--- src/rtl/bcd_pkg.sv ---
// bcd_pkg
// Shared definitions for the BCD <-> binary converters.
// Holds the default widths, the per-digit adjust constants used by the
// double-dabble style algorithms, the converter state encoding and a small
// digit-validity helper.
package bcd_pkg;

  // Default geometry: four BCD digits need 14 bits of binary (9999 < 16384).
  localparam int DIGITS_DEF = 4;
  localparam int BIN_W_DEF  = 14;

  // Width of one packed BCD digit.
  localparam int DIGIT_W = 4;

  // Digit correction: a digit that reaches the threshold after a shift
  // is pulled back by the offset (the inverse of the "add 3" step).
  localparam int ADJ_THRESH = 8;
  localparam int ADJ_OFFSET = 3;

  // Converter sequencing states.
  typedef enum logic [1:0] {
    IDLE  = 2'd0,
    SHIFT = 2'd1,
    DONE  = 2'd2
  } state_e;

  // True when a 4-bit code is not a legal decimal digit.
  function automatic logic digit_invalid(input logic [DIGIT_W-1:0] digit);
    return (digit > 4'd9);
  endfunction

endpackage

--- src/rtl/bcd_digit_adj.sv ---
// bcd_digit_adj
// Combinational per-digit correction used by the reverse double-dabble:
// if the digit is 8 or more it has 3 subtracted, otherwise it passes through.
// Ports:
//   digit_in  - one BCD digit after the right shift
//   digit_out - the corrected digit
module bcd_digit_adj
  import bcd_pkg::*;
(
  input  logic [DIGIT_W-1:0] digit_in,
  output logic [DIGIT_W-1:0] digit_out
);

  assign digit_out = (digit_in >= DIGIT_W'(ADJ_THRESH)) ?
                     (digit_in - DIGIT_W'(ADJ_OFFSET)) : digit_in;

endmodule

--- src/rtl/bcd_to_bin.sv ---
// bcd_to_bin
// Sequential packed-BCD to binary converter using reverse double-dabble.
// A start pulse loads the BCD word; the block then shifts {bcd, bin} right
// once per clock for BIN_W clocks, correcting every digit that lands at 8 or
// more, and finally publishes the binary value with a one-cycle rdy pulse.
// Ports:
//   clk       - clock, rising edge
//   rst_n     - asynchronous active-low reset
//   en        - start pulse, bcd_d_in sampled on the same edge (ignored when busy)
//   bcd_d_in  - packed BCD input, digit 0 in bits [3:0]
//   bin_d_out - binary result, held until the next result
//   rdy       - one-cycle pulse, bin_d_out/err valid
//   busy      - conversion in progress
//   err       - last conversion had a digit above 9 (bin_d_out forced to 0)
module bcd_to_bin
  import bcd_pkg::*;
#(
  parameter int DIGITS = DIGITS_DEF,
  parameter int BIN_W  = BIN_W_DEF
) (
  input  logic                      clk,
  input  logic                      rst_n,
  input  logic                      en,
  input  logic [DIGIT_W*DIGITS-1:0] bcd_d_in,
  output logic [BIN_W-1:0]          bin_d_out,
  output logic                      rdy,
  output logic                      busy,
  output logic                      err
);

  localparam int BCD_W = DIGIT_W * DIGITS;
  localparam int CNT_W = $clog2(BIN_W + 1);

  state_e             state_q, state_d;
  logic [BCD_W-1:0]   bcd_q, bcd_d;
  logic [BIN_W-1:0]   bin_q, bin_d;
  logic [CNT_W-1:0]   cnt_q, cnt_d;
  logic               inv_q, inv_d;
  logic [BIN_W-1:0]   bin_out_q, bin_out_d;
  logic               err_q, err_d;
  logic               rdy_q, rdy_d;
  logic               busy_q, busy_d;

  logic [BCD_W+BIN_W-1:0] shift_cat;
  logic [BCD_W-1:0]       bcd_shift;
  logic [BCD_W-1:0]       bcd_adj;
  logic [BIN_W-1:0]       bin_shift;
  logic                   in_invalid;

  // One right shift of the combined {bcd, bin} register; a zero enters at
  // the top of the BCD field and the BCD LSB drops into the binary MSB.
  assign shift_cat = {1'b0, bcd_q, bin_q[BIN_W-1:1]};
  assign bcd_shift = shift_cat[BCD_W+BIN_W-1:BIN_W];
  assign bin_shift = shift_cat[BIN_W-1:0];

  // Post-shift digit correction, one unit per digit.
  for (genvar g = 0; g < DIGITS; g++) begin : g_adj
    bcd_digit_adj u_adj (
      .digit_in  (bcd_shift[g*DIGIT_W +: DIGIT_W]),
      .digit_out (bcd_adj[g*DIGIT_W +: DIGIT_W])
    );
  end

  // Flag an operand containing any non-decimal digit at load time.
  always_comb begin
    in_invalid = 1'b0;
    for (int i = 0; i < DIGITS; i++) begin
      if (digit_invalid(bcd_d_in[i*DIGIT_W +: DIGIT_W])) in_invalid = 1'b1;
    end
  end

  // Next-state logic. Outputs are computed here and registered so rdy lands
  // in the cycle after DONE, which is already IDLE and can accept a new en.
  always_comb begin
    state_d   = state_q;
    bcd_d     = bcd_q;
    bin_d     = bin_q;
    cnt_d     = cnt_q;
    inv_d     = inv_q;
    bin_out_d = bin_out_q;
    err_d     = err_q;
    rdy_d     = 1'b0;
    busy_d    = busy_q;
    case (state_q)
      IDLE: begin
        if (en) begin
          bcd_d   = bcd_d_in;
          bin_d   = '0;
          cnt_d   = '0;
          inv_d   = in_invalid;
          busy_d  = 1'b1;
          state_d = SHIFT;
        end
      end
      SHIFT: begin
        bcd_d = bcd_adj;
        bin_d = bin_shift;
        cnt_d = cnt_q + CNT_W'(1);
        // The shift on this edge is the last of BIN_W iterations.
        if (cnt_q == CNT_W'(BIN_W - 1)) state_d = DONE;
      end
      DONE: begin
        bin_out_d = inv_q ? '0 : bin_q;
        err_d     = inv_q;
        rdy_d     = 1'b1;
        busy_d    = 1'b0;
        state_d   = IDLE;
      end
      default: begin
        busy_d  = 1'b0;
        state_d = IDLE;
      end
    endcase
  end

  // State and output registers; reset aborts any conversion and clears all.
  always_ff @(posedge clk or negedge rst_n) begin
    if (!rst_n) begin
      state_q   <= IDLE;
      bcd_q     <= '0;
      bin_q     <= '0;
      cnt_q     <= '0;
      inv_q     <= 1'b0;
      bin_out_q <= '0;
      err_q     <= 1'b0;
      rdy_q     <= 1'b0;
      busy_q    <= 1'b0;
    end else begin
      state_q   <= state_d;
      bcd_q     <= bcd_d;
      bin_q     <= bin_d;
      cnt_q     <= cnt_d;
      inv_q     <= inv_d;
      bin_out_q <= bin_out_d;
      err_q     <= err_d;
      rdy_q     <= rdy_d;
      busy_q    <= busy_d;
    end
  end

  assign bin_d_out = bin_out_q;
  assign err       = err_q;
  assign rdy       = rdy_q;
  assign busy      = busy_q;

endmodule

--- config.mk ---
export PLATFORM = sky130hd
export DESIGN_NAME = bcd_to_bin
export DESIGN_NICKNAME = d
export VERILOG_FILES = /design/src/rtl/bcd_pkg.sv /design/src/rtl/bcd_digit_adj.sv /design/src/rtl/bcd_to_bin.sv
export SDC_FILE = /design/constraint.sdc
export NUM_CORES = 1
export LEC_CHECK = 0
export BUFFER_PORTS_ARGS = -buffer_cell sky130_fd_sc_hd__buf_2
export CORE_ASPECT_RATIO = 0.6
export CORE_MARGIN = 8
export CORE_UTILIZATION = 35
export CTS_CLUSTER_SIZE = 8
export DETAILED_ROUTE_END_ITERATION = 10
export GPL_TIMING_DRIVEN = 1
export PLACE_DENSITY = 0.5
export SETUP_SLACK_MARGIN = 0.3
export SLEW_MARGIN = 20
export SYNTH_ARGS = -nofsm -noshare
export SYNTH_HDL_FRONTEND = slang
export SYNTH_HIERARCHICAL = 1
export SYNTH_SLANG_ARGS = --single-unit
--- constraint.sdc ---
create_clock -name clk -period 2.5 [get_ports clk]
set_input_delay 0.25 -clock clk [delete_from_list [all_inputs] [get_ports clk]]
set_output_delay 0.25 -clock clk [all_outputs]
set_load 0.005 [all_outputs]
==> report_table.html, run 1 <==
<table>
<tr><th>Metric</th><th>Value</th></tr>
<tr><th colspan="2">Worst setup path</th></tr>
<tr><td>CP arrival</td><td>1950 ps</td></tr>
<tr><td>Worst-path cell with the longest stage delay</td><td>or3b_1</td></tr>
<tr><td>Critical path peak fanout</td><td>25</td></tr>
<tr><td>Required arrival time at the worst endpoint</td><td>2730 ps</td></tr>
<tr><td>Critical Path Start Type</td><td>flip-flop</td></tr>
<tr><td>Maximum cell stage delay along the critical path</td><td>~770 ps</td></tr>
<tr><td>Critical path endpoint category</td><td>flip-flop</td></tr>
<tr><td>Crit-path cells</td><td>or3b_1 &gt; a41oi_1 &gt; a21o_1</td></tr>
<tr><td>Critical path type</td><td>reg2reg</td></tr>
<tr><th colspan="2">Timing</th></tr>
<tr><td>Final Critical Period</td><td>1720 ps</td></tr>
<tr><td>Final period utilization</td><td>0.687</td></tr>
<tr><td>Final setup violation count</td><td>0</td></tr>
<tr><td>Headroom to the max-slew limit</td><td>0.361</td></tr>
<tr><td>Final hold violations</td><td>0</td></tr>
<tr><td>Final Skew</td><td>approximately 4.7 ps</td></tr>
<tr><td>Worst Tran Pin Value</td><td>959 ps</td></tr>
<tr><td>Peak Freq</td><td>about 600 MHz</td></tr>
<tr><td>Final setup TNS</td><td>0 ps</td></tr>
<tr><td>Setup repair after global routing missed its margin</td><td>no</td></tr>
<tr><td>Pins over their slew limit</td><td>0</td></tr>
<tr><th colspan="2">Detailed routing</th></tr>
<tr><td>Wirelength per Cell</td><td>13.6 microns</td></tr>
<tr><td>Wire length after detailed routing</td><td>approximately 5600 microns</td></tr>
<tr><td>Residual DRC count</td><td>0</td></tr>
<tr><td>Vias/cell</td><td>between 4 and 5</td></tr>
<tr><td>Number of vias in the routed layout</td><td>approximately 1900</td></tr>
<tr><td>Number of routed nets with antenna violations</td><td>0</td></tr>
<tr><td>DRT Pass-1 Iters</td><td>4</td></tr>
<tr><td>Count of routing violations after the opening detailed-route iteration</td><td>99</td></tr>
<tr><th colspan="2">Final layout</th></tr>
<tr><td>Highest-count cells in the layout ignoring fill and taps</td><td>nand2_1 (82), dfrtp_1 (54), buf_2 (35)</td></tr>
<tr><td>Number of filler cells placed in the layout</td><td>758</td></tr>
<tr><td>Area Overhead vs Synth</td><td>16.2%</td></tr>
<tr><td>Most frequent standard cell in the layout excluding fill and tap cells</td><td>nand2_1</td></tr>
<tr><td>Share of post-route cells with drive strength above 1</td><td>0.153</td></tr>
<tr><td>Count of placed standard cells in the final layout, fillers left out</td><td>412</td></tr>
<tr><td>Net count, final</td><td>between 300 and 400</td></tr>
<tr><td>Number of diodes added for antenna fixing</td><td>0</td></tr>
<tr><th colspan="2">Power and ir drop</th></tr>
<tr><td>Sw Ratio</td><td>0.381</td></tr>
<tr><td>Sequential fraction of design power</td><td>0.449</td></tr>
<tr><td>Comb power frac</td><td>0.367</td></tr>
<tr><td>Leakage Power</td><td>between 1.5 and 2 nW</td></tr>
<tr><td>VDD IR max</td><td>about 0.42 mV</td></tr>
<tr><td>Cell Pwr Density</td><td>roughly 1200 mW/mm^2</td></tr>
<tr><td>Switching Power</td><td>0.00137 W</td></tr>
<tr><td>Share of power burned in the clock network</td><td>0.185</td></tr>
<tr><td>Design internal power</td><td>0.00223 W</td></tr>
<tr><th colspan="2">Logic synthesis</th></tr>
<tr><td>Unique cell type count in the Yosys netlist</td><td>28</td></tr>
<tr><td>Post-Syn Instances</td><td>roughly 280</td></tr>
<tr><td>Synth Area in XOR/XNOR</td><td>0.0271</td></tr>
<tr><td>Fraction of synthesized area in multiplexers</td><td>0.00824</td></tr>
<tr><td>Post-Synth Adder-Cell Area</td><td>0.0485</td></tr>
<tr><td>Simple-gate share of the synthesized area</td><td>0.234</td></tr>
<tr><td>Mean area per synthesized cell</td><td>9.12 sq um</td></tr>
<tr><td>Main combinational cell family by area after synthesis</td><td>simple AND/OR/NAND/NOR gates</td></tr>
<tr><td>Part of the Yosys area used for sequential elements</td><td>0.524</td></tr>
<tr><td>Count of yosys warnings during synthesis</td><td>6</td></tr>
<tr><td>Compound-cell area share of the yosys netlist</td><td>0.112</td></tr>
<tr><td>Number of synthesized register bits</td><td>54</td></tr>
<tr><td>Cell area after synthesis</td><td>between 0.002 and 0.003 sq mm</td></tr>
<tr><th colspan="2">Clocking</th></tr>
<tr><td>Clock slew at the register clock pins of the worst setup and hold paths</td><td>~70 ps</td></tr>
<tr><td>Root buf cell</td><td>clkbuf_16</td></tr>
<tr><td>Cts-stage hold buffer count</td><td>1</td></tr>
<tr><td>CTS Buf Count</td><td>5</td></tr>
<tr><td>PostCTS Resize Cnt</td><td>0</td></tr>
<tr><td>Setup Fix Bufs, Post-CTS</td><td>0</td></tr>
<tr><td>Maximum buffer depth of the clock tree</td><td>2</td></tr>
<tr><td>Total number of clock tree sinks</td><td>54</td></tr>
<tr><td>TritonCTS clock tree</td><td>built</td></tr>
<tr><td>CTS H-tree lvls</td><td>2</td></tr>
<tr><td>Worst-Skew Late Latency</td><td>290 ps</td></tr>
<tr><th colspan="2">Die</th></tr>
<tr><td>Placement row count</td><td>24</td></tr>
<tr><td>Horizontal extent of the die</td><td>between 100 and 150 microns</td></tr>
<tr><td>Vert. Die Dim</td><td>between 80 and 90 microns</td></tr>
<tr><td>Die ar.</td><td>0.0105 sq mm</td></tr>
<tr><td>Core Footprint</td><td>0.00721 sq mm</td></tr>
<tr><td>Starting density of the core</td><td>0.358</td></tr>
<tr><td>Count of pins on the block boundary</td><td>36</td></tr>
<tr><th colspan="2">GRT</th></tr>
<tr><td>Via count of the first global-routing pass</td><td>around 2000</td></tr>
<tr><td>Initial antenna violation count</td><td>0</td></tr>
<tr><td>Pin count of the biggest net entering global routing</td><td>30</td></tr>
<tr><td>Residual overflow from global routing</td><td>0</td></tr>
<tr><td>Total global-route track usage</td><td>0.120</td></tr>
<tr><td>Wire length of the first global-routing pass</td><td>slightly below 10000 microns</td></tr>
<tr><th colspan="2">Run</th></tr>
<tr><td>Maxcap violations</td><td>0</td></tr>
<tr><th colspan="2">Placed design</th></tr>
<tr><td>Post-DP HPWL</td><td>between 3000 and 4000 microns</td></tr>
<tr><td>Placer's final routability congestion estimate</td><td>between 0.7 and 0.8</td></tr>
<tr><td>Number of cells in the design after placement</td><td>~400</td></tr>
<tr><td>Number of I/O port buffers</td><td>35</td></tr>
<tr><th colspan="2">Outcome</th></tr>
<tr><td>Status</td><td>finished clean</td></tr>
<tr><th colspan="2">Hold path</th></tr>
<tr><td>Type of the worst min-delay path</td><td>in2reg</td></tr>
</table>
==> stage by stage <==
step | cell area, sq um | power, W | worst slack (ps) | hold WS [ps] | util
2_1_floorplan | 2600 | 0.00257 | 1160 | -45.6 | -
3_3_place_gp | 2860 | 0.00295 | 842 | 129 | 0.396
3_5_place_dp | 2860 | 0.00297 | 782 | 133 | 0.396
4_1_cts | 3000 | 0.00366 | 762 | 179 | 0.416
5_1_grt | 3000 | 0.00398 | 616 | 190 | 0.416
6_report | 3000 | 0.00360 | 783 | 186 | 0.416
==> layout make-up <==
cell class | count | area (sq um) | area share
tap | 91 | 114 | 0.0380
inverter | 11 | 41.3 | 0.0138
multi-input combinational | 207 | 1130 | 0.377
timing repair buffer | 42 | 230 | 0.0768
clock buffer | 7 | 133 | 0.0442
sequential | 54 | 1350 | 0.451
==> worst max-delay path: cells and delay by family (launching register included) <==
kind,cells,cell delay [ps]
AOI/OAI and AO/OA,2,430
DFF,1,460
and+or+nand+nor,1,770
==> Yosys cell counts <==
master | count | area, sq um
nand2_1 | 82 | 308
or3b_1 | 1 | 8.76
mux2_2 | 1 | 11.3
clkbuf_1 | 4 | 15.0
a22oi_1 | 12 | 90.1
o21bai_1 | 1 | 7.51
xnor2_1 | 4 | 35.0
o21ai_0 | 25 | 125
buf_6 | 1 | 11.3
nand3_1 | 17 | 85.1
mux2i_1 | 1 | 10.0
xor2_1 | 4 | 35.0
ha_1 | 10 | 125
a31oi_1 | 4 | 25.0
conb_1 | 1 | 3.75
nand3b_1 | 1 | 7.51
a21o_1 | 1 | 7.51
o21ai_1 | 1 | 5.00
nor2_1 | 5 | 18.8
nor3b_2 | 1 | 12.5
nor2b_1 | 5 | 31.3
nand2b_1 | 20 | 125
a21oi_1 | 4 | 20.0
inv_1 | 11 | 41.3
dfrtp_1 | 54 | 1350
buf_2 | 10 | 50.1
nand4_1 | 1 | 6.26
a41oi_1 | 1 | 8.76
==> path summary, 6_finish.rpt <==
| kind | cells after the start | from | slack [ps] | end |
|---|---|---|---|---|
| min in group asynchronous | 2 | rst_n | 350 | bin_d_out[0] |
| min reg2reg | 2 | bcd_q[0] | 470 | bin_q[13] |
| min | 3 | bcd_d_in[14] | 190 | bcd_q[14] |
| max reg2reg | 3 | state_q[1] | 780 | inv_q |
| max | 3 | state_q[1] | 780 | inv_q |
| max in group asynchronous | 3 | rst_n | 1490 | bin_q[11] |
==> power groups by stage <==
stage | Combinational, W | Sequential, W | Clock, W
after floorplan | 0.00104 | 0.00153 | 0
after global placement | 0.00132 | 0.00163 | 0
after detailed placement | 0.00134 | 0.00163 | 0
after CTS | 0.00135 | 0.00162 | 0.000693
after global routing | 0.00157 | 0.00169 | 0.000720
final | 0.00132 | 0.00161 | 0.000664
==> registers in the layout, summed over array words and instances (netlist names) <==
signal and cells:
err 1, bin_d_out 14, bin_q 14, bcd_q 16
state_q 2, cnt_q 4, busy 1, inv_q 1
rdy 1
==> cell families after synthesis <==
logic type / after synthesis
other: 1
multiplexers: 2
adder cells (fa/ha/maj): 10
flip-flops: 54
XOR/XNOR: 8
AND/OR/NAND/NOR: 133
AO/OA/AOI/OAI: 49
buffers and inverters: 26
==> routing by layer <==
metal	wire length [microns]	vias to the layer above	global-route usage
li1	-	995	-
met1	2970	923	0.163
met2	2350	29	0.179
met3	268	2	0.0397
met4	35	0	0.0389
met5	0	-	0
Note: power is estimated with default switching activity, not from simulation.
==> run 2: changes to the inputs <==
==> constraint.sdc (replaced) <==
create_clock -name clk -period 1.71 [get_ports clk]
set_input_delay 0.171 -clock clk [delete_from_list [all_inputs] [get_ports clk]]
set_output_delay 0.171 -clock clk [all_outputs]
set_load 0.005 [all_outputs]
==> report_table.html, run 2 (synthesized netlist as in run 1, its figures left out) <==
<table>
<tr><th>Metric</th><th>Value</th></tr>
<tr><th colspan="2">Placed design</th></tr>
<tr><td>Number of I/O port buffers</td><td>35 (unchanged)</td></tr>
<tr><td>Area post-placement</td><td>0.00291 sq mm (was 0.00286 sq mm)</td></tr>
<tr><td>Post-DP HPWL</td><td>4090 microns (was 3900 microns)</td></tr>
<tr><td>Placer's final routability congestion estimate</td><td>0.746 (was 0.766)</td></tr>
<tr><th colspan="2">Final layout</th></tr>
<tr><td>Largest register by flop count</td><td>bcd_q (unchanged)</td></tr>
<tr><td>Most frequent standard cell in the layout excluding fill and tap cells</td><td>nand2_1 (unchanged)</td></tr>
<tr><td>Sequential cell area</td><td>0.00136 sq mm (was 0.00135 sq mm)</td></tr>
<tr><td>Share of post-route cells with drive strength above 1</td><td>0.192 (was 0.153)</td></tr>
<tr><td>Net count, final</td><td>356 (was 350)</td></tr>
<tr><td>Multi-input logic area</td><td>0.00114 sq mm (was 0.00113 sq mm)</td></tr>
<tr><td>Highest-count cells in the layout ignoring fill and taps</td><td>nand2_1 (82), dfrtp_1 (50), buf_2 (35) (was nand2_1 (82), dfrtp_1 (54), buf_2 (35))</td></tr>
<tr><td>Final core utilization</td><td>0.429 (was 0.416)</td></tr>
<tr><td>Number of diodes added for antenna fixing</td><td>0 (unchanged)</td></tr>
<tr><td>Number of filler cells placed in the layout</td><td>706 (was 758)</td></tr>
<tr><td>Post-Layout Inst Area</td><td>0.00309 sq mm (was 0.00300 sq mm)</td></tr>
<tr><td>Area Overhead vs Synth</td><td>19.9% (was 16.2%)</td></tr>
<tr><td>Max FFs per register</td><td>16 (unchanged)</td></tr>
<tr><th colspan="2">Timing</th></tr>
<tr><td>Final hold violations</td><td>0 (unchanged)</td></tr>
<tr><td>Peak Freq</td><td>746 MHz (was 583 MHz)</td></tr>
<tr><td>Final setup violation count</td><td>0 (unchanged)</td></tr>
<tr><td>Final Critical Period</td><td>1340 ps (was 1720 ps)</td></tr>
<tr><td>Worst Tran Pin Value</td><td>583 ps (was 959 ps)</td></tr>
<tr><td>Final period utilization</td><td>0.784 (was 0.687)</td></tr>
<tr><td>Pins over their slew limit</td><td>0 (unchanged)</td></tr>
<tr><td>Setup repair after global routing missed its margin</td><td>no (unchanged)</td></tr>
<tr><td>Final setup TNS</td><td>0 ps (unchanged)</td></tr>
<tr><td>Final Skew</td><td>7.84 ps (was 4.71 ps)</td></tr>
<tr><td>Headroom to the max-slew limit</td><td>0.611 (was 0.361)</td></tr>
<tr><th colspan="2">Outcome</th></tr>
<tr><td>Status</td><td>finished clean (unchanged)</td></tr>
<tr><th colspan="2">Power and ir drop</th></tr>
<tr><td>Sw Ratio</td><td>0.378 (was 0.381)</td></tr>
<tr><td>Share of power burned in the clock network</td><td>0.190 (was 0.185)</td></tr>
<tr><td>Sequential fraction of design power</td><td>0.430 (was 0.449)</td></tr>
<tr><td>PnR Total Power</td><td>0.00549 W (was 0.00360 W)</td></tr>
<tr><td>Cell Pwr Density</td><td>1770 mW/mm^2 (was 1200 mW/mm^2)</td></tr>
<tr><td>Design internal power</td><td>0.00341 W (was 0.00223 W)</td></tr>
<tr><td>Leakage Power</td><td>1.57 nW (was 1.52 nW)</td></tr>
<tr><td>Switching Power</td><td>0.00208 W (was 0.00137 W)</td></tr>
<tr><td>VDD IR max</td><td>0.485 mV (was 0.418 mV)</td></tr>
<tr><td>Comb power frac</td><td>0.381 (was 0.367)</td></tr>
<tr><th colspan="2">Clocking</th></tr>
<tr><td>Worst-Skew Late Latency</td><td>300 ps (was 290 ps)</td></tr>
<tr><td>CTS H-tree lvls</td><td>2 (unchanged)</td></tr>
<tr><td>Clock slew at the register clock pins of the worst setup and hold paths</td><td>70 ps (about the same)</td></tr>
<tr><td>Total number of clock tree sinks</td><td>54 (unchanged)</td></tr>
<tr><td>CTS Buf Count</td><td>5 (unchanged)</td></tr>
<tr><td>TritonCTS clock tree</td><td>built (unchanged)</td></tr>
<tr><td>Root buf cell</td><td>clkbuf_16 (unchanged)</td></tr>
<tr><td>Maximum buffer depth of the clock tree</td><td>2 (unchanged)</td></tr>
<tr><th colspan="2">Worst setup path</th></tr>
<tr><td>CP arrival</td><td>1520 ps (was 1950 ps)</td></tr>
<tr><td>Critical path endpoint category</td><td>flip-flop (unchanged)</td></tr>
<tr><td>Critical Path Start Type</td><td>flip-flop (unchanged)</td></tr>
<tr><td>Critical path peak fanout</td><td>20 (was 25)</td></tr>
<tr><td>Critical path type</td><td>reg2reg (unchanged)</td></tr>
<tr><td>Required arrival time at the worst endpoint</td><td>1880 ps (was 2730 ps)</td></tr>
<tr><td>Cells on worst reg2reg path</td><td>4 (was 3)</td></tr>
<tr><th colspan="2">Detailed routing</th></tr>
<tr><td>Number of vias in the routed layout</td><td>1968 (was 1949)</td></tr>
<tr><td>Routed met2 length</td><td>2340 microns (was 2350 microns)</td></tr>
<tr><td>Highest signal layer in the routed design</td><td>met4 (unchanged)</td></tr>
<tr><td>Vias/cell</td><td>4.70 (was 4.73)</td></tr>
<tr><td>M1 wire length</td><td>3100 microns (was 2970 microns)</td></tr>
<tr><td>Length of routed met3 wiring</td><td>209 microns (was 268 microns)</td></tr>
<tr><td>Number of routed nets with antenna violations</td><td>0 (unchanged)</td></tr>
<tr><td>DRT Pass-1 Iters</td><td>4 (unchanged)</td></tr>
<tr><td>Wirelength per Cell</td><td>13.7 microns (was 13.6 microns)</td></tr>
<tr><td>Residual DRC count</td><td>0 (unchanged)</td></tr>
<tr><td>Wire length after detailed routing</td><td>5740 microns (was 5620 microns)</td></tr>
<tr><td>Count of routing violations after the opening detailed-route iteration</td><td>145 (was 99)</td></tr>
<tr><th colspan="2">Die</th></tr>
<tr><td>Starting density of the core</td><td>0.358 (unchanged)</td></tr>
<tr><td>Count of pins on the block boundary</td><td>36 (unchanged)</td></tr>
<tr><td>Horizontal extent of the die</td><td>127 microns (unchanged)</td></tr>
<tr><td>Vert. Die Dim</td><td>82.5 microns (unchanged)</td></tr>
<tr><td>Core Footprint</td><td>0.00721 sq mm (unchanged)</td></tr>
<tr><td>Die ar.</td><td>0.0105 sq mm (unchanged)</td></tr>
<tr><td>Placement row count</td><td>24 (unchanged)</td></tr>
<tr><th colspan="2">GRT</th></tr>
<tr><td>Wire length of the first global-routing pass</td><td>9940 microns (was 9870 microns)</td></tr>
<tr><td>Initial antenna violation count</td><td>0 (unchanged)</td></tr>
<tr><td>Via count of the first global-routing pass</td><td>1981 (was 1964)</td></tr>
<tr><td>Residual overflow from global routing</td><td>0 (unchanged)</td></tr>
<tr><td>Total global-route track usage</td><td>0.122 (was 0.120)</td></tr>
<tr><td>Pin count of the biggest net entering global routing</td><td>36 (was 30)</td></tr>
<tr><th colspan="2">Hold path</th></tr>
<tr><td>Worst hold path cell count</td><td>3 (unchanged)</td></tr>
<tr><td>Type of the worst min-delay path</td><td>in2reg (unchanged)</td></tr>
<tr><th colspan="2">Run</th></tr>
<tr><td>Maxcap violations</td><td>0 (unchanged)</td></tr>
</table>
-- run 2: power by group through the flow --
stage / combinational [W] / clock, W / sequential [W]
6_report: 0.00209 / 0.00104 / 0.00236
5_1_grt: 0.00247 / 0.00112 / 0.00246
4_1_cts: 0.00209 / 0.00108 / 0.00236
3_5_place_dp: 0.00207 / 0 / 0.00237
3_3_place_gp: 0.00202 / 0 / 0.00237
2_1_floorplan: 0.00151 / 0 / 0.00224
-- run 2: metrics by stage --
stage / std cells / setup WS (ps) / hold slack [ps]
finish: 419 / 369 / 108
global placement: 409 / 169 / 163
floorplan: 287 / 372 / -125
CTS: 418 / 347 / 102
detailed placement: 409 / 86.6 / 177
global route: 419 / 301 / 106
-- run 2: path summary, 6_finish.rpt --
path | slack, ps | to | start
max | 370 | cnt_q[2] | state_q[0]
min | 110 | bcd_q[14] | bcd_d_in[14]
max reg2reg | 370 | cnt_q[2] | state_q[0]
min reg2reg | 470 | bin_d_out[3] | bin_d_out[3]
max in group asynchronous | 750 | bcd_q[9] | rst_n
min in group asynchronous | 380 | bin_d_out[0] | rst_n
-- run 2: area by class of cell --
| class | count | share of cell area |
|---|---|---|
| clock buffer | 7 | 0.0461 |
| clock inverter | 1 | 0.00162 |
| inverter | 11 | 0.0133 |
| multi-input combinational | 207 | 0.367 |
| sequential | 54 | 0.438 |
| tap | 91 | 0.0368 |
| timing repair buffer | 48 | 0.0966 |
-- run 2: worst max-delay path, cell delays in order (launching register included) --
cell and delay (ps):
dfrtp_2 440, or3b_4 430, buf_6 180, nand3_1 80, o21ai_0 80
-- run 2: repair_timing --
action | CTS | global route
setup endpoints to repair | 31 | 7
endpoints found under the hold margin | 19 | 0
setup buffers | 0 | 1
resized for setup | 4 | 5
hold buffers | 1 | 0
-- run 2: layer usage --
layer | global-route usage | vias to the layer above
met5 | 0 | -
met4 | 0.0531 | 0
met1 | 0.176 | 924
li1 | - | 1007
met2 | 0.168 | 29
met3 | 0.0301 | 8
